## src/rtl/arbiter8_rr_if.sv

```systemverilog
// arbiter8_rr_if: request/grant bundle between requesting masters and the 8-way arbiter.
interface arbiter8_rr_if;
    logic [8:1] req_n;
    logic [8:1] gnt_n;
    logic [2:0] gnt_id;
    logic       gnt_valid;
    logic       timeout;
    modport master (output req_n, input gnt_n, gnt_id, gnt_valid, timeout);
    modport slave  (input req_n, output gnt_n, gnt_id, gnt_valid, timeout);
endinterface

```

## src/rtl/arbiter8_rr.sv

```systemverilog
// arbiter8_rr: 8-way active-low arbiter, round-robin or fixed priority, with hold limit and lockout.
module arbiter8_rr #(
    parameter int PRIORITY_MODE = 0,
    parameter int MAX_HOLD      = 16
) (
    input  logic          clk,
    input  logic          rst_n,
    arbiter8_rr_if.slave  bus
);
    localparam logic [0:0] IDLE  = 1'b0;
    localparam logic [0:0] GRANT = 1'b1;
    localparam logic [7:0] HOLD_LIM = 8'(MAX_HOLD - 1);

    logic [0:0] state;
    logic [2:0] last_id;
    logic [7:0] hold_cnt;
    logic [8:1] lock_mask;
    logic [7:0] req_act;
    logic [7:0] elig;
    logic [2:0] start;
    logic [2:0] c;
    logic [2:0] win_id;
    logic       found;

    // Search descends from start, wrapping through id 0 back to 7.
    always_comb begin
        req_act = ~bus.req_n;
        elig    = ~bus.req_n & ~lock_mask;
        start   = (PRIORITY_MODE != 0) ? 3'd7 : last_id - 3'd1;
        c       = '0;
        win_id  = '0;
        found   = 1'b0;
        for (int i = 0; i < 8; i++) begin
            c = start - 3'(i);
            if (!found && elig[c]) begin
                win_id = c;
                found  = 1'b1;
            end
        end
    end

    always_ff @(posedge clk or negedge rst_n) begin
        if (!rst_n) begin
            state         <= IDLE;
            last_id       <= '0;
            hold_cnt      <= '0;
            lock_mask     <= '0;
            bus.gnt_n     <= 8'hFF;
            bus.gnt_id    <= '0;
            bus.gnt_valid <= 1'b0;
            bus.timeout   <= 1'b0;
        end else begin
            bus.timeout <= 1'b0;
            lock_mask   <= lock_mask & ~bus.req_n;
            if (state == IDLE) begin
                if (found) begin
                    state         <= GRANT;
                    last_id       <= win_id;
                    hold_cnt      <= '0;
                    bus.gnt_n     <= ~(8'b1 << win_id);
                    bus.gnt_id    <= win_id;
                    bus.gnt_valid <= 1'b1;
                end
            end else if (!req_act[bus.gnt_id] || (MAX_HOLD != 0 && hold_cnt == HOLD_LIM)) begin
                state         <= IDLE;
                bus.gnt_n     <= 8'hFF;
                bus.gnt_id    <= '0;
                bus.gnt_valid <= 1'b0;
                if (req_act[bus.gnt_id]) begin
                    bus.timeout <= 1'b1;
                    lock_mask   <= (lock_mask & ~bus.req_n) | (8'b1 << bus.gnt_id);
                end
            end else begin
                hold_cnt <= (hold_cnt == 8'hFF) ? hold_cnt : hold_cnt + 8'd1;
            end
        end
    end
endmodule
```

## src/flat_wrapper.sv

```systemverilog
// flat-port wrapper written by rule: the top's interface ports become plain ports
module arbiter8_rr_flat 
#(
    parameter int PRIORITY_MODE = 0,
    parameter int MAX_HOLD      = 16
)
  (clk, rst_n, bus_req_n, bus_gnt_n, bus_gnt_id, bus_gnt_valid, bus_timeout);
  arbiter8_rr_if bus_i ();
  input  logic clk;
  input  logic rst_n;
  input wire logic [$bits(bus_i.req_n)-1:0] bus_req_n;
  output wire logic [$bits(bus_i.gnt_n)-1:0] bus_gnt_n;
  output wire logic [$bits(bus_i.gnt_id)-1:0] bus_gnt_id;
  output wire logic [$bits(bus_i.gnt_valid)-1:0] bus_gnt_valid;
  output wire logic [$bits(bus_i.timeout)-1:0] bus_timeout;
  assign bus_i.req_n = bus_req_n;
  assign bus_gnt_n = bus_i.gnt_n;
  assign bus_gnt_id = bus_i.gnt_id;
  assign bus_gnt_valid = bus_i.gnt_valid;
  assign bus_timeout = bus_i.timeout;
  arbiter8_rr #(.PRIORITY_MODE(PRIORITY_MODE), .MAX_HOLD(MAX_HOLD)) u_core (.clk(clk), .rst_n(rst_n), .bus(bus_i));
endmodule
```

## config.mk

```make
export PLATFORM = sky130hd
export DESIGN_NAME = arbiter8_rr_flat
export DESIGN_NICKNAME = d
export VERILOG_FILES = /design/src/rtl/arbiter8_rr_if.sv /design/src/rtl/arbiter8_rr.sv /design/src/flat_wrapper.sv
export SDC_FILE = /design/constraint.sdc
export NUM_CORES = 1
export LEC_CHECK = 0
export CAP_MARGIN = 30
export CORE_ASPECT_RATIO = 2
export CORE_MARGIN = 2
export CORE_UTILIZATION = 41
export CTS_CLUSTER_SIZE = 24
export DETAILED_ROUTE_END_ITERATION = 10
export HOLD_SLACK_MARGIN = 0.02
export PLACE_DENSITY = 0.58
export RECOVER_POWER = 50
export SETUP_SLACK_MARGIN = 0.5
export SLEW_MARGIN = 20
export SYNTH_ARGS = -nofsm -noshare
export SYNTH_HDL_FRONTEND = slang
export SYNTH_SLANG_ARGS = --single-unit
```

## constraint.sdc

```tcl
create_clock -name clk -period 10.8 [get_ports clk]
set_clock_uncertainty 0.15 [all_clocks]
set_input_delay 2.16 -clock clk [delete_from_list [all_inputs] [get_ports clk]]
set_output_delay 2.16 -clock clk [all_outputs]
set_load 0.01 [all_outputs]
```

======== Word-level counts from Yosys, hierarchy flattened ========
Cells that the tools add are included.
word-level totals
  input port bits ......................... 10
  output and inout bits ................... 13
  flip-flop bits (word level) ............. 33
cells by class
  equal/unequal tests ..................... 5
  $add $sub $neg .......................... 9
  bitwise operators ....................... 7
  reduce and logical (&&, ||, !) cells .... 20
  mux-type cells .......................... 56
  shift-type cells ........................ 2
  $lt $le $gt $ge ......................... 9
operators with widths
  operator                                                              count
  8-bit 2-to-1 mux                                                      10
  3-bit by 4-bit < comparator with 1-bit output, second input constant  9
  3-bit 2-to-1 mux                                                      11
  1-bit binary-select mux with 3-bit select                             9
  1-bit 2-to-1 mux                                                      26
  8-bit inverter                                                        3
  8-bit bitwise AND                                                     2
  1-bit by 3-bit << shifter with 8-bit output, first input constant     2
  3-bit subtractor, second input constant                               4
  8-bit by 1-bit adder with 8-bit output, second input constant         1
  8-bit by 4-bit == test with 1-bit output, second input constant       1
  8-bit == test, second input constant                                  1
  1-bit zero test                                                       8
  8-bit OR                                                              1
  1-bit logical AND                                                     7
  2-bit inequality test, second input constant                          3
  3-bit by 1-bit subtractor with 3-bit output, second input constant    2
  3-bit by 2-bit subtractor with 3-bit output, second input constant    2
  2-bit AND reduction                                                   2
  3-bit AND reduction                                                   1
  2-bit nonzero test                                                    1
  1-bit logical OR                                                      1
  1-bit inverter                                                        1

======== Logic depth before layout (Yosys ltp) ========
  word-level depth ........................ 30
  gate-level depth with buffers ........... 13
  gate-level depth less buffers ........... 10

======== Worst setup path after synthesis ========
No wires, ideal clock.
  path kind ............................... input to register
  start ................................... in bus_req_n[2]
  end ..................................... reg u_core.hold_cnt[7]
  path buffers ............................ 0
  data required time ...................... 10572 ps
  arrival ................................. 4452 ps
  stages .................................. 8
  path slack .............................. 6120 ps
  path through ............................ or2_2 mux4_2 and4_4 o211ai_4 nor3_2 or3_1 or4_1 a21oi_1
between the ends
  cells in the longest elaborated chain, start to end .. 28
  elaborated cells on any way between the ends .. 47
  classes of those cells .................. eq/ne (1); mux (26); bitwise (2); reduce/logical (18)
ends and longest elaborated chain
  element                                    RTL line                              source
  start, declared                            flat_wrapper.sv:11                    input wire logic [$bits(bus_i.req_n)-1:0] bus_req_n;
  8-bit inverter (*)                         arbiter8_rr.sv:27, arbiter8_rr.sv:28
  8-bit bitwise AND                          arbiter8_rr.sv:28                     elig = ~bus.req_n & ~lock_mask;
  1-bit binary-select mux with 3-bit select  arbiter8_rr.sv:35                     if (!found && elig[c]) begin
  1-bit 2-to-1 mux (not written as such)     arbiter8_rr.sv:35
  1-bit 2-to-1 mux                           arbiter8_rr.sv:35
  1-bit zero test                            arbiter8_rr.sv:35
  1-bit logical AND                          arbiter8_rr.sv:35
  1-bit 2-to-1 mux                           arbiter8_rr.sv:35
  [12 not listed]                            --
  1-bit zero test                            arbiter8_rr.sv:35
  1-bit logical AND                          arbiter8_rr.sv:35
  1-bit 2-to-1 mux                           arbiter8_rr.sv:35
  1-bit zero test                            arbiter8_rr.sv:35
  1-bit logical AND                          arbiter8_rr.sv:35
  1-bit 2-to-1 mux                           arbiter8_rr.sv:35
  2-bit nonzero test (no line)               --
  3-bit AND reduction (no line) (*)          --
  end signal, assigned                       arbiter8_rr.sv:74                     hold_cnt <= (hold_cnt == 8'hFF) ? hold_cnt : hold_cnt + 8'd1;
  end, declared                              arbiter8_rr.sv:16                     logic [7:0] hold_cnt;
Every way passes the cells marked *; elsewhere a longest branch is shown, timed or not. The select of a mux whose other input is x is not followed.
A chain may end at the register's enable or synchronous reset.

======== Worst setup path after layout ========
  start ................................... in bus_req_n[4]
  end ..................................... reg u_core.bus.gnt_n[8]
between the ends
  cells in the longest elaborated chain, start to end .. 30
  elaborated cells on any way between the ends .. 59
  classes of those cells .................. eq/ne (1); shift (1); mux (36); bitwise (3); reduce/logical (18)
ends and longest elaborated chain
  element                                      RTL line                              source
  8-bit inverter (*)                           arbiter8_rr.sv:27, arbiter8_rr.sv:28
  8-bit bitwise AND                            arbiter8_rr.sv:28
  1-bit binary-select mux with 3-bit select    arbiter8_rr.sv:35
  1-bit 2-to-1 mux (not written as such)       arbiter8_rr.sv:35
  1-bit 2-to-1 mux                             arbiter8_rr.sv:35
  1-bit zero test                              arbiter8_rr.sv:35
  1-bit logical AND                            arbiter8_rr.sv:35
  1-bit 2-to-1 mux                             arbiter8_rr.sv:35
  [14 not listed]                              --
  1-bit 2-to-1 mux                             arbiter8_rr.sv:35
  1-bit zero test                              arbiter8_rr.sv:35
  1-bit logical AND                            arbiter8_rr.sv:35
  3-bit 2-to-1 mux                             arbiter8_rr.sv:35
  1-bit by 3-bit << shifter with 8-bit output  arbiter8_rr.sv:60                     bus.gnt_n <= ~(8'b1 << win_id);
  8-bit inverter                               arbiter8_rr.sv:60
  8-bit 2-to-1 mux                             arbiter8_rr.sv:56                     if (found) begin
  8-bit 2-to-1 mux                             arbiter8_rr.sv:55                     if (state == IDLE) begin
  end signal, assigned                         arbiter8_rr.sv:60
  end, declared                                arbiter8_rr_if.sv:9                   modport slave (input req_n, output gnt_n, gnt_id, gnt_valid, timeout);
Marked as above.

==> impl_metrics.toml <==
[routing]
routedWlPerCell_um = 18.9
totalWireLength_um = 6420
ant_nets = 0
num_vias = 2086
first_iter_violations = 91
drc = 0
vias_per_cell = 6.15
drtPass1Iterations = 4

[die]
die_h_um = 113
io_pins = 23
coreArea_um2 = 5710
die_area_um2 = 6600
start_util_pct = 42.6
rows = 39
dieWidth_um = 58.5

[clocking]
cts.htree.levels = 2
cts_hold_buf = 0
ctsResizeCount = 0
cts_tree = "yes"
cts-root-buf = "clkbuf_16"
post_cts_buffers = 0
cts.sinks = 33
ctsLongestPathBuffers = 2
path_clk_slew_ps = 50
clk-insertion-delay-late_ps = 280
numCtsBuffers = 5

[yosys]
synth-edff-count = 0
ys_types = 60
avgSynthCellArea_um2 = 9.43
ys.flop_type = "dfrtp_1"
synth_async_sr_flop_share_pct = 100
ys_seq_area_share_pct = 34.4
synth_top_area_share_pct = 25.7
yosys_warnings = 0
synthesis.nets = 271
synthTopCellsByCount = "dfrtp_1 (25), nor2_1 (25), nand2_1 (21)"
synthCells = 258
netlist_area_um2 = 2430
synth_area_leaders = "dfrtp_1 (26%), dfstp_2 (8.6%), mux4_2 (7.4%)"
synth-seq-cells = 33
synth_top_area_cell = "dfrtp_1"

[critical_path]
startpoint = "bus_req_n[4]"
crit_slowest_cell = "mux4_1"
crit_required_ps = 10850
slowest_delay_ps = 660
critPathCapture = "u_core.bus.gnt_n[8]"
critPathKind = "in2reg"
cp.depth = 9
path_delay_family = "simple AND/OR/NAND/NOR gates"
r2r_cells = 10
worstPathArrival_ps = 5210
r2r_slack_ps = 6140
start_kind = "primary input"
crit_chain = "clkdlybuf4s50_1 -> nor2_1 -> mux4_1 -> mux2i_4 -> o211ai_4 -> nor3b_2 -> a221oi_1 -> or4_4 -> a2bb2oi_1"
path_max_fanout = 6
crit_buf_inv = 1
cp-end-kind = "flop"
worst_r2r_startpoint = "u_core.last_id[0]"
timing.rr.end = "u_core.bus.gnt_n[8]"

[placement]
gp_congestion = 0.931
dp_hpwl_um = 4990
portBuffers = 22
preCtsSetupSlack_ps = 5330

[finish]
num-fill-cells = 537
area_growth_pct = 18.1
fin_nets = 290
drive_above_1_share_pct = 18.3
n_antenna_cell = 0

[worst_hold_path]
hold_path.class = "reg2reg"

[power]
p_per_area_nw_per_um2 = 375
finalPower_mw = 1.08
leakage_nw = 1.10
ir_drop_v = 0.000298

[timing]
tightest_slew_ps = 1760
post-route-period-util_pct = 47.8
fin_tns_setup_ps = 0
maxSlewViolCount = 34
min_period_ps = 5160
finalSetupViolCount = 0
relSlewSlack_pct = -17.5
rsz0062_at_grt = "no"
finalWorstSetupSlack_ps = 5640
fmax_mhz = 194
whs_ps = 327
finalHoldViolations = 0

[run]
max_cap_violations = 1

[status]
status = "finished, violations left"
violations = "max-capacitance violations, max-slew violations"

[grt]
overflow = 0
track_usage_pct = 21.8
grt_max_degree = 34
grt_pass1_wl_um = 10800
antenna_found_initial = 0
first_global_vias = 2122
[flip-flops by register name (all words and copies together), names as in the netlist]
signal,flops
u_core.bus.gnt_valid,1
u_core.bus.timeout,1
u_core.hold_cnt,8
u_core.bus.gnt_id,3
u_core.bus.gnt_n,8
u_core.lock_mask,8
u_core.last_id,3
u_core.state,1
[cells by family (layout without fill, tap and decap cells)]
family	Yosys count	in the layout	share of synthesized area, %
fa+ha+maj	3	3	1.54
xor+xnor	8	8	3.50
mux	22	22	14.7
buf+inv	25	45	4.22
flops	33	33	34.4
compound gates	66	66	19.4
simple gates	101	101	22.3
[per-layer routing]
metal / track usage (%) / share of wire [%] / vias to the layer above
met2: 40.0 / 57 / 33
met3: 3.31 / 2.2 / 16
li1: - / - / 1006
met1: 23.1 / 37 / 1031
met5: 0 / 0 / -
met4: 10.2 / 3.6 / 0
[metrics by stage]
step           util (%)  instances  cell area [um2]
2_1_floorplan         -        258             2430
3_3_place_gp       47.1        331             2690
3_5_place_dp       47.1        331             2690
4_1_cts            50.4        339             2880
5_1_grt            50.3        339             2870
6_report           50.3        339             2870
[power breakdown]
part / switching (mW) / leakage (nW) / internal, mW / total [mW]
combinational: 0.402 / 0.593 / 0.287 / 0.689
clock: 0.0526 / 0.0938 / 0.132 / 0.184
sequential: 0.0465 / 0.415 / 0.156 / 0.202
[worst reg2reg max path, delay by kind of cell (launching register included)]
| family | cells | cell delay, ps |
|---|---|---|
| simple gates | 3 | 1090 |
| flops | 1 | 760 |
| buf+inv | 2 | 650 |
| mux | 2 | 980 |
| compound gates | 2 | 360 |
| fa+ha+maj | 1 | 600 |
[final cells by class]
class                   instances  area (um2)  area share, %
multi-input cells             200        1490           52.0
flip-flops and latches         33         836           29.1
repair buffers                 23         224           7.80
clock buffers                   5         125           4.36
well taps                      61        76.3           2.66
clock inverters                 3        65.1           2.26
inverters                      14        52.6           1.83
[layout by cell type, fill, tap and decap left out, drive strengths merged, types with 7 or more instances in the layout]
cell type,instances
nor2,25
dfrtp,25
nand2,21
o21ai,15
clkdlybuf4s50,15
inv,14
nor3,10
or2,10
mux2i,9
mux4,9
a21oi,8
dfstp,8
nand3,7
o22ai,7
dlygate4sd3,7
xnor2,7
nor4,7
[worst min-delay path by stage]
stage                         start              endpoint  depth (start not counted)
6_report       u_core.bus.gnt_valid  u_core.bus.gnt_valid                          1
3_3_place_gp   u_core.bus.gnt_valid  u_core.bus.gnt_valid                          1
5_1_grt        u_core.bus.gnt_valid  u_core.bus.gnt_valid                          1
3_5_place_dp   u_core.bus.gnt_valid  u_core.bus.gnt_valid                          1
2_1_floorplan     u_core.last_id[1]     u_core.last_id[1]                          2
4_1_cts        u_core.bus.gnt_valid  u_core.bus.gnt_valid                          1
No activity file was read; power rests on OpenSTA's default activity.
